<file path="config.mk">
export PLATFORM = sky130hd
export DESIGN_NAME = fb_write_arbiter
export DESIGN_NICKNAME = d
export VERILOG_FILES = /design/src/rtl/fb_write_arbiter.sv
export SDC_FILE = /design/constraint.sdc
export NUM_CORES = 1
export LEC_CHECK = 0
export ABC_AREA = 1
export BUFFER_PORTS_ARGS = -buffer_cell sky130_fd_sc_hd__buf_4
export CAP_MARGIN = 20
export CORE_ASPECT_RATIO = 1.5
export CORE_MARGIN = 4
export CORE_UTILIZATION = 25
export DETAILED_ROUTE_END_ITERATION = 6
export PLACE_DENSITY = 0.52
export SETUP_SLACK_MARGIN = 0.4
export SYNTH_ARGS = -nofsm -noshare
export SYNTH_HDL_FRONTEND = slang
export SYNTH_SLANG_ARGS = --single-unit
</file>
<file path="constraint.sdc">
create_clock -name clk -period 1.78 [get_ports clk]
set_input_delay 0.178 -clock clk [delete_from_list [all_inputs] [get_ports clk]]
set_output_delay 0.178 -clock clk [all_outputs]
set_load 0.05 [all_outputs]
</file>
<file path="src/rtl/fb_write_arbiter.sv">
// fb_write_arbiter: sole write-side controller for the 128x128 x 6-bit
// framebuffer. Two pixel requesters (A: game logic, B: sprite/blitter) share
// the write port round-robin, and a fill engine can clear the buffer to a
// single colour at one pixel per clock. The read port is not touched here.
//
// Build option: define FB_RECT_FILL_EN to add rectangle bounds
// (fill_x0/fill_y0/fill_x1/fill_y1) to the fill engine. Without it every fill
// covers the whole buffer.
module fb_write_arbiter #(
  parameter int ADDR_W = 14,
  parameter int DATA_W = 6,
  parameter int X_W    = 7
) (
  input  logic              clk,
  input  logic              rst,
  input  logic              a_valid,
  output logic              a_ready,
  input  logic [ADDR_W-1:0] a_addr,
  input  logic [DATA_W-1:0] a_data,
  input  logic              b_valid,
  output logic              b_ready,
  input  logic [ADDR_W-1:0] b_addr,
  input  logic [DATA_W-1:0] b_data,
  input  logic              fill_start,
  input  logic [DATA_W-1:0] fill_color,
`ifdef FB_RECT_FILL_EN
  input  logic [X_W-1:0]    fill_x0,
  input  logic [X_W-1:0]    fill_y0,
  input  logic [X_W-1:0]    fill_x1,
  input  logic [X_W-1:0]    fill_y1,
`endif
  output logic              fill_busy,
  output logic              fill_done,
  output logic [ADDR_W-1:0] fb_wr_addr,
  output logic              fb_wr_en,
  output logic [DATA_W-1:0] fb_wr_data
);

  typedef enum logic [1:0] {
    IDLE = 2'd0,
    FILL = 2'd1,
    DONE = 2'd2
  } state_t;

  localparam logic [X_W-1:0] ONE_X = {{(X_W-1){1'b0}}, 1'b1};

  state_t            state;
  state_t            next_state;

  // Remembers who won the last grant; 1 means B, so A wins the first tie.
  logic              last_grant_b;

  logic [DATA_W-1:0] color_q;
  logic [X_W-1:0]    cur_x;
  logic [X_W-1:0]    cur_y;

  logic [X_W-1:0]    rx0;
  logic [X_W-1:0]    ry0;
  logic [X_W-1:0]    rx1;
  logic [X_W-1:0]    ry1;

  logic              fill_empty;
  logic              fill_last;
  logic              grant_a;
  logic              grant_b;
  logic              fill_write;

`ifdef FB_RECT_FILL_EN
  logic [X_W-1:0]    x0_q;
  logic [X_W-1:0]    y0_q;
  logic [X_W-1:0]    x1_q;
  logic [X_W-1:0]    y1_q;

  assign rx0 = x0_q;
  assign ry0 = y0_q;
  assign rx1 = x1_q;
  assign ry1 = y1_q;
`else
  assign rx0 = '0;
  assign ry0 = '0;
  assign rx1 = '1;
  assign ry1 = '1;
`endif

  // An inverted rectangle produces no writes at all; the full-screen case
  // can never be empty.
  assign fill_empty = (rx0 > rx1) || (ry0 > ry1);
  assign fill_last  = (cur_x == rx1) && (cur_y == ry1);

  // State register.
  always_ff @(posedge clk or posedge rst) begin
    if (rst) begin
      state <= IDLE;
    end else begin
      state <= next_state;
    end
  end

  // Next-state logic: a fill runs until its last pixel, then one DONE cycle.
  always_comb begin
    next_state = state;
    case (state)
      IDLE: begin
        if (fill_start) begin
          next_state = FILL;
        end
      end
      FILL: begin
        if (fill_empty || fill_last) begin
          next_state = DONE;
        end
      end
      DONE: begin
        next_state = IDLE;
      end
      default: begin
        next_state = IDLE;
      end
    endcase
  end

  // Output decode: decides who owns the write port this cycle. A fill start
  // blocks both requesters; a tie goes to whoever did not win last time.
  always_comb begin
    grant_a    = 1'b0;
    grant_b    = 1'b0;
    fill_write = 1'b0;
    if (state == IDLE && !fill_start) begin
      if (a_valid && b_valid) begin
        grant_a = last_grant_b;
        grant_b = !last_grant_b;
      end else begin
        grant_a = a_valid;
        grant_b = b_valid;
      end
    end
    if (state == FILL && !fill_empty) begin
      fill_write = 1'b1;
    end
  end

  assign a_ready = grant_a;
  assign b_ready = grant_b;

  // Registered write port; address and data hold while no write is issued.
  always_ff @(posedge clk or posedge rst) begin
    if (rst) begin
      fb_wr_en     <= 1'b0;
      fb_wr_addr   <= '0;
      fb_wr_data   <= '0;
      last_grant_b <= 1'b1;
    end else begin
      fb_wr_en <= grant_a | grant_b | fill_write;
      if (grant_a) begin
        fb_wr_addr   <= a_addr;
        fb_wr_data   <= a_data;
        last_grant_b <= 1'b0;
      end else if (grant_b) begin
        fb_wr_addr   <= b_addr;
        fb_wr_data   <= b_data;
        last_grant_b <= 1'b1;
      end else if (fill_write) begin
        fb_wr_addr <= {cur_y, cur_x};
        fb_wr_data <= color_q;
      end
    end
  end

  // Fill engine: latch colour (and bounds) on start, then raster-scan x
  // fastest. In the full-screen case {cur_y, cur_x} is a plain 0..16383 count.
  always_ff @(posedge clk or posedge rst) begin
    if (rst) begin
      color_q <= '0;
      cur_x   <= '0;
      cur_y   <= '0;
`ifdef FB_RECT_FILL_EN
      x0_q    <= '0;
      y0_q    <= '0;
      x1_q    <= '0;
      y1_q    <= '0;
`endif
    end else if (state == IDLE && fill_start) begin
      color_q <= fill_color;
`ifdef FB_RECT_FILL_EN
      cur_x   <= fill_x0;
      cur_y   <= fill_y0;
      x0_q    <= fill_x0;
      y0_q    <= fill_y0;
      x1_q    <= fill_x1;
      y1_q    <= fill_y1;
`else
      cur_x   <= '0;
      cur_y   <= '0;
`endif
    end else if (fill_write) begin
      if (cur_x == rx1) begin
        cur_x <= rx0;
        cur_y <= cur_y + ONE_X;
      end else begin
        cur_x <= cur_x + ONE_X;
      end
    end
  end

  // Status flags: busy mirrors the non-IDLE states, done pulses once after DONE.
  always_ff @(posedge clk or posedge rst) begin
    if (rst) begin
      fill_busy <= 1'b0;
      fill_done <= 1'b0;
    end else begin
      fill_busy <= (next_state != IDLE);
      fill_done <= (state == DONE);
    end
  end

endmodule

</file>
==> results of run 1 <==
-- path summary, 6_finish.rpt --
path | start | endpoint | slack [ns] | depth (start not counted)
max | state[1] | b_ready | 0.25 | 5
min | fill_color[1] | color_q[1] | 0.08 | 3
max reg2reg | last_grant_b | fb_wr_addr[10] | 0.28 | 9
min reg2reg | color_q[2] | color_q[2] | 0.48 | 2
max in group asynchronous | rst | last_grant_b | 0.73 | 4
min in group asynchronous | rst | cur_y[4] | 0.48 | 3
-- critical path, cell delays in order, from the launching register on --
cell	delay (ns)
sky130_fd_sc_hd__dfrtp_2	0.44
sky130_fd_sc_hd__nor2_4	0.14
sky130_fd_sc_hd__nand2_2	0.09
sky130_fd_sc_hd__nor2_4	0.12
sky130_fd_sc_hd__buf_6	0.13
sky130_fd_sc_hd__buf_8	0.14
-- cells by family after synthesis --
| kind of cell | synth area share |
|---|---|
| AOI/OAI and AO/OA | 0.0678 |
| and+or+nand+nor | 0.369 |
| DFF | 0.446 |
| xor gates and xnor gates | 0.0136 |
| adders and majority gates | 0.00968 |
| buffers and inverters | 0.0939 |
-- routing by layer --
metal,part of all wire,routed length [um]
met5,0,0
met4,0.037,338
met3,0.050,460
met2,0.57,5230
met1,0.35,3180
-- metrics by stage --
stage / setup slack, ns / total power, mW / cells / setup TNS (ns)
2_1_floorplan: 0.359 / 1.10 / 349 / 0
3_3_place_gp: -0.0452 / 1.21 / 530 / -0.858
3_5_place_dp: -0.118 / 1.21 / 530 / -2.17
4_1_cts: 0.241 / 2.19 / 559 / 0
5_1_grt: 0.175 / 2.24 / 568 / 0
6_report: 0.247 / 2.17 / 568 / 0
-- placed cells by master (no fill, tap or decap), types with 3 or more instances in the layout --
cell type                    Yosys  routed
sky130_fd_sc_hd__buf_12          0       4
sky130_fd_sc_hd__buf_6           2       8
sky130_fd_sc_hd__o21ai_1         3       6
sky130_fd_sc_hd__inv_1          32      28
sky130_fd_sc_hd__xor2_1          3       3
sky130_fd_sc_hd__o21ai_0        26      23
sky130_fd_sc_hd__nor2_4          2       8
sky130_fd_sc_hd__buf_4           1      90
sky130_fd_sc_hd__clkinvlp_4      0       4
sky130_fd_sc_hd__nand3_1        91      63
sky130_fd_sc_hd__nand3_2         0      26
sky130_fd_sc_hd__dfrtp_2         0       3
sky130_fd_sc_hd__nand2_2         2       6
sky130_fd_sc_hd__clkbuf_16       0       5
sky130_fd_sc_hd__inv_2           5       6
sky130_fd_sc_hd__dfrtp_1        45      42
sky130_fd_sc_hd__nand2_4         2       5
sky130_fd_sc_hd__nand2_8         0       4
sky130_fd_sc_hd__nor2_1         12      10
sky130_fd_sc_hd__nand2_1        89      81
-- flip-flops by register name, indices dropped and copies added (netlist names) --
name,flops
fb_wr_data,6
last_grant_b,1
color_q,6
cur_y,7
state,2
fill_done,1
fill_busy,1
cur_x,7
fb_wr_addr,14
fb_wr_en,1
-- cell type report --
type	count	area, um^2
Timing Repair inverter	3	23.8
Timing Repair Buffer	105	886
Inverter	37	155
Clock inverter	2	12.5
Tap cell	117	146
Clock buffer	6	139
Fill cell	1041	6090
Sequential cell	46	1160
Multi-Input combinational cell	252	1530
-- power by group --
group	switching [mW]	internal [mW]	total (mW)
logic	0.0757	0.0887	0.164
clock network	0.407	0.556	0.963
registers	0	1.05	1.05
total	0.482	1.69	2.17
-- what timing repair did --
action / in CTS / in global routing
buffers inserted: 13 / 8
endpoints found under the hold margin: 19 / 0
setup endpoints to repair: 43 / 45
cloned: 7 / 1
gates resized for setup: 53 / 33
hold buffers: 1 / 0
pin swaps: 25 / 15
==> summary.md, run 1 <==
| Metric | Value |
|---|---|
| Crit Path Max Fanout | `3` |
| Distinct cells, synth | `27` |
| Type of origin of the critical path | `register` |
| Die X | `91.0 um` |
| Slew HR | `0.688` |
| Worst slack on hold paths | `0.0801 ns` |
| Number of synthesized register bits | `46` |
| Antenna violations before repair | `0` |
| Ports placed on the boundary | `76` |
| Half-perimeter wire length after detailed placement | `6160 um` |
| YS warnings | `0` |
| Via-per-instance ratio | `4.98` |
| Met3 usage in global routing | `0.0330` |
| Cell type with the largest total area after synthesis | `sky130_fd_sc_hd__dfrtp_1` |
| Number of search-and-repair iterations in the first detailed-routing pass | `4` |
| Count of max-cap constraint violations | `0` |
| Via count of the first global-routing pass | `2822` |
| Initial cell density of the core | `0.255` |
| Final Routed Wirelength | `9210 um` |
| Layout-stage area growth over the synthesis result | `56.7%` |
| Met2 Use GR | `0.286` |
| Part of the Yosys area used for sequential elements | `0.446` |
| Most common cell in the synthesized netlist | `sky130_fd_sc_hd__nand3_1` |
| Arrival time reported for the critical path endpoint | `1.35 ns` |
| Area share of the largest cell type after synthesis | `0.436` |
| Combined global-route utilization of all metal layers | `0.152` |
| Inserted Diodes | `0` |
| Total standard cell area after synthesis | `2580 um^2` |
| Deepest clock path buffer count | `2` |
| Final core utilization | `0.399` |
| Antenna-violating nets left | `0` |
| Mean Syn Cell Area | `7.40 um^2` |
| RSZ-0062 raised after global routing | `yes` |
| Number of clock buffers inserted by TritonCTS | `5` |
| Main area contributors after synthesis | `sky130_fd_sc_hd__dfrtp_1 44%, sky130_fd_sc_hd__nand3_1 18%, sky130_fd_sc_hd__nand2_1 13%, sky130_fd_sc_hd__o21ai_0 5.0%, sky130_fd_sc_hd__inv_1 4.6%` |
| Number of vias after detailed routing | `2828` |
| Routed WL per cell | `16.2 um` |
| GRT busiest layer | `met2` |
| Start-to-end type of the worst setup path | `reg2out` |
| Number of core rows | `45` |
| Most used standard cells in the synthesized netlist | `91 x sky130_fd_sc_hd__nand3_1, 89 x sky130_fd_sc_hd__nand2_1, 45 x sky130_fd_sc_hd__dfrtp_1` |
| Worst-case vdd ir drop | `0.000310 V` |
| Nets in the synthesized netlist | `402` |
| Async set-or-reset flop fraction in the synthesized netlist | `1.00` |
| Drt drc | `0` |
| Worst min-delay path class | `in2reg` |
| Number of I/O port buffers | `75` |
| Clk_lat worst skew | `0.30 ns` |
| Clock tree from TritonCTS | `built` |
| Primary FF master, synth | `sky130_fd_sc_hd__dfrtp_1` |
| Final net count | `503` |
| Slew at the pin closest to its max-slew limit | `0.468 ns` |
| Number of failing hold endpoints at the final stage | `0` |
| Placed inst area | `3270 um^2` |
| Kind of end point of the critical path | `primary output` |
| Root buf cell | `sky130_fd_sc_hd__clkbuf_16` |
| Core ar. | `10100 um^2` |
| Maximum number of pins on one net before global-route repair | `28` |
| Power per cell area | `537 nW/um^2` |
| Wire length of the first global-routing pass | `14400 um` |
| Number of enable flip-flop cells after synthesis | `0` |
| Met1 track demand over resource | `0.157` |
| Final-report setup violation count | `0` |
| Period utilization | `0.861` |
| Static leakage | `2.02 nW` |
| Max Freq | `652 MHz` |
| H-Tree Level Count | `2` |
| Clock period minus worst slack | `1.53 ns` |
| Final-report max-slew violation count | `0` |
| Total overflow reported by the global router | `0` |
| Final design instance area without fill | `4050 um^2` |
| Final clock skew | `0.00678 ns` |
| Number of sinks on the clock net | `46` |
| Die area | `12100 um^2` |
| Required time of the worst setup path | `1.60 ns` |
| Outcome | `finished, final reports clean` |
| Die boundary height | `133 um` |
| Post-synthesis instance total | `349` |
| Share of final-layout standard cells stronger than drive strength 1 | `0.415` |
| Number of DRC violations after detailed-routing iteration 0 | `95` |
| Reg clk slew, reported paths | `0.06 ns` |
| Last weighted congestion value of the routability-driven placer | `0.791` |
Power figures use the tool's default switching activity.
==> run 2: changes to the inputs <==
--- a/config.mk
+++ b/config.mk
@@ -7,10 +7,10 @@
 export LEC_CHECK = 0
 export ABC_AREA = 1
 export BUFFER_PORTS_ARGS = -buffer_cell sky130_fd_sc_hd__buf_4
-export CAP_MARGIN = 20
 export CORE_ASPECT_RATIO = 1.5
 export CORE_MARGIN = 4
 export CORE_UTILIZATION = 25
+export CTS_BUF_LIST = sky130_fd_sc_hd__clkbuf_4 sky130_fd_sc_hd__clkbuf_8
 export DETAILED_ROUTE_END_ITERATION = 6
 export PLACE_DENSITY = 0.52
 export SETUP_SLACK_MARGIN = 0.4
==> summary.md, run 2 (synthesized netlist as in run 1, its figures left out) <==
| Metric | Value |
|---|---|
| Outcome | `finished, final reports clean (unchanged)` |
| Highest-delay cell along the critical path | `sky130_fd_sc_hd__dfrtp_1 (was sky130_fd_sc_hd__dfrtp_2)` |
| RSZ-0062 raised after global routing | `yes (unchanged)` |
| Number of DRC violations after detailed-routing iteration 0 | `146 (was 95)` |
| Share of final-layout standard cells stronger than drive strength 1 | `0.419 (was 0.415)` |
| Die X | `91.0 um (unchanged)` |
| Half-perimeter wire length after detailed placement | `6160 um (unchanged)` |
| Period utilization | `0.870 (was 0.861)` |
| Delay of the slowest cell on the worst path | `0.43 ns (was 0.44 ns)` |
| Number of vias after detailed routing | `2826 (was 2828)` |
| Drt drc | `0 (unchanged)` |
| Clk_lat worst skew | `0.31 ns (was 0.30 ns)` |
| Worst slack on hold paths | `0.0598 ns (was 0.0801 ns)` |
| Die boundary height | `133 um (unchanged)` |
| Total overflow reported by the global router | `0 (unchanged)` |
| Number of failing hold endpoints at the final stage | `0 (unchanged)` |
| Die area | `12100 um^2 (unchanged)` |
| Wire length of the first global-routing pass | `14100 um (was 14400 um)` |
| Clock period minus worst slack | `1.55 ns (was 1.53 ns)` |
| Inserted Diodes | `0 (unchanged)` |
| Critical R2R Launch | `last_grant_b (unchanged)` |
| Post-layout total power | `1.89 mW (was 2.17 mW)` |
| Reg clk slew, reported paths | `0.09 ns (was 0.06 ns)` |
| Largest registers in the final layout | `fb_wr_addr (14), cur_x (7), cur_y (7) (unchanged)` |
| Final net count | `506 (was 503)` |
| Required time of the worst setup path | `1.60 ns (about the same)` |
| Worst setup path startpoint | `state[1] (unchanged)` |
| Final-report max-slew violation count | `0 (unchanged)` |
| Antenna-violating nets left | `0 (unchanged)` |
| Slew at the pin closest to its max-slew limit | `0.462 ns (was 0.468 ns)` |
| Worst-case vdd ir drop | `0.000230 V (was 0.000310 V)` |
| Final Routed Wirelength | `9160 um (was 9210 um)` |
| Kind of end point of the critical path | `primary output (unchanged)` |
| Number of search-and-repair iterations in the first detailed-routing pass | `4 (unchanged)` |
| Start-to-end type of the worst setup path | `reg2out (unchanged)` |
| Crit Path Max Fanout | `3 (unchanged)` |
| Final-layout setup total negative slack | `0 ns (unchanged)` |
| Last weighted congestion value of the routability-driven placer | `0.791 (unchanged)` |
| Number of I/O port buffers | `75 (unchanged)` |
| Static leakage | `1.97 nW (was 2.02 nW)` |
| Slew HR | `0.692 (was 0.688)` |
| Arrival time reported for the critical path endpoint | `1.37 ns (was 1.35 ns)` |
| Initial cell density of the core | `0.255 (unchanged)` |
| Top cell by count, worst path | `sky130_fd_sc_hd__nor2_4 (unchanged)` |
| Root buf cell | `sky130_fd_sc_hd__clkbuf_8 (was sky130_fd_sc_hd__clkbuf_16)` |
| Most common cell after layout, fill and taps aside | `sky130_fd_sc_hd__buf_4 (unchanged)` |
| Combined global-route utilization of all metal layers | `0.148 (was 0.152)` |
| H-Tree Level Count | `2 (unchanged)` |
| Max Freq | `646 MHz (was 652 MHz)` |
| Power per cell area | `469 nW/um^2 (was 537 nW/um^2)` |
| Layout-stage area growth over the synthesis result | `55.9% (was 56.7%)` |
| Number of core rows | `45 (unchanged)` |
| Flip-flop count of the largest register, all copies and words added | `14 (unchanged)` |
| Final core utilization | `0.398 (was 0.399)` |
| Core ar. | `10100 um^2 (unchanged)` |
| Final-report setup violation count | `0 (unchanged)` |
| Clock tree from TritonCTS | `built (unchanged)` |
| Number of clock buffers inserted by TritonCTS | `5 (unchanged)` |
| Number of sinks on the clock net | `46 (unchanged)` |
| Most frequent cells in the layout | `95 x sky130_fd_sc_hd__buf_4, 80 x sky130_fd_sc_hd__nand2_1, 64 x sky130_fd_sc_hd__nand3_1 (was 90 x sky130_fd_sc_hd__buf_4, 81 x sky130_fd_sc_hd__nand2_1, 63 x sky130_fd_sc_hd__nand3_1)` |
| Via count of the first global-routing pass | `2758 (was 2822)` |
| Chain of cells forming the critical path | `nor2_4, nand2_2, nor2_4, buf_6, buf_8 (unchanged)` |
| Antenna violations before repair | `0 (unchanged)` |
| Via-per-instance ratio | `4.95 (was 4.98)` |
| Final clock skew | `0.00725 ns (was 0.00678 ns)` |
| Startpoint of the worst hold path | `fill_color[4] (was fill_color[1])` |
| Worst min-delay path class | `in2reg (unchanged)` |
| Count of max-cap constraint violations | `0 (unchanged)` |
| Ports placed on the boundary | `76 (unchanged)` |
| Register with the most flip-flops | `fb_wr_addr (unchanged)` |
| Maximum number of pins on one net before global-route repair | `28 (unchanged)` |
| Fill cell count | `1037 (was 1041)` |
| Final WS setup | `0.232 ns (was 0.247 ns)` |
| Worst setup timing slack at the placement stage | `-0.118 ns (unchanged)` |
| Routed WL per cell | `16.0 um (was 16.2 um)` |
| Deepest clock path buffer count | `2 (unchanged)` |
| Type of origin of the critical path | `register (unchanged)` |
## run 2: where the power goes
group	leakage (nW)	internal (mW)	total, mW	switching (mW)
combinational	1.37	0.0873	0.162	0.0749
clock	0.0472	0.313	0.683	0.371
sequential	0.557	1.04	1.04	0
total	1.97	1.44	1.89	0.446
## run 2: worst max-delay path, delay by kind of cell (launching register included)
family / cells / cell delay (ns)
buffers and inverters: 2 / 0.27
flip-flops: 1 / 0.43
AND/OR/NAND/NOR: 3 / 0.37
## run 2: final timing paths
path / cells after the start / slack, ns / endpoint
worst max register to register: 9 / 0.24 / fb_wr_addr[8]
worst min register to register: 2 / 0.49 / color_q[5]
min in group asynchronous: 3 / 0.45 / cur_y[4]
worst max-delay path: 5 / 0.23 / b_ready
max in group asynchronous: 4 / 0.75 / last_grant_b
worst min-delay path: 3 / 0.06 / color_q[4]
## run 2: timing repair
action                                  4_1_cts  5_1_grt
gates resized for setup                      39       50
hold buffers                                  1        0
gates cloned                                  7        1
hold endpoints to repair                     19        0
endpoints found under the setup margin       43       46
setup buffers                                15        9
pin swaps                                    11       27
## run 2: layer usage
metal,global-route usage,share of wire,vias up
met4,0.0512,0.029,0
met2,0.284,0.57,91
met1,0.159,0.34,1364
li1,-,-,1355
met5,0,0,-
met3,0.0284,0.052,16
## run 2: area by class of cell
class	count	area [um^2]	area share
clock buffers	6	82.6	0.0205
clock inverters	2	12.5	0.00311
inverters	37	160	0.0398
multi-input cells	251	1530	0.380
flip-flops and latches	46	1150	0.287
well taps	117	146	0.0363
repair buffers	109	916	0.227
repair inverters	3	23.8	0.00590
## run 2: stage by stage
step | instance area, um^2 | std cells
after floorplan | 2600 | 349
after global routing | 4030 | 571
after detailed placement | 3270 | 530
after CTS | 3730 | 561
final | 4030 | 571
after global placement | 3270 | 530
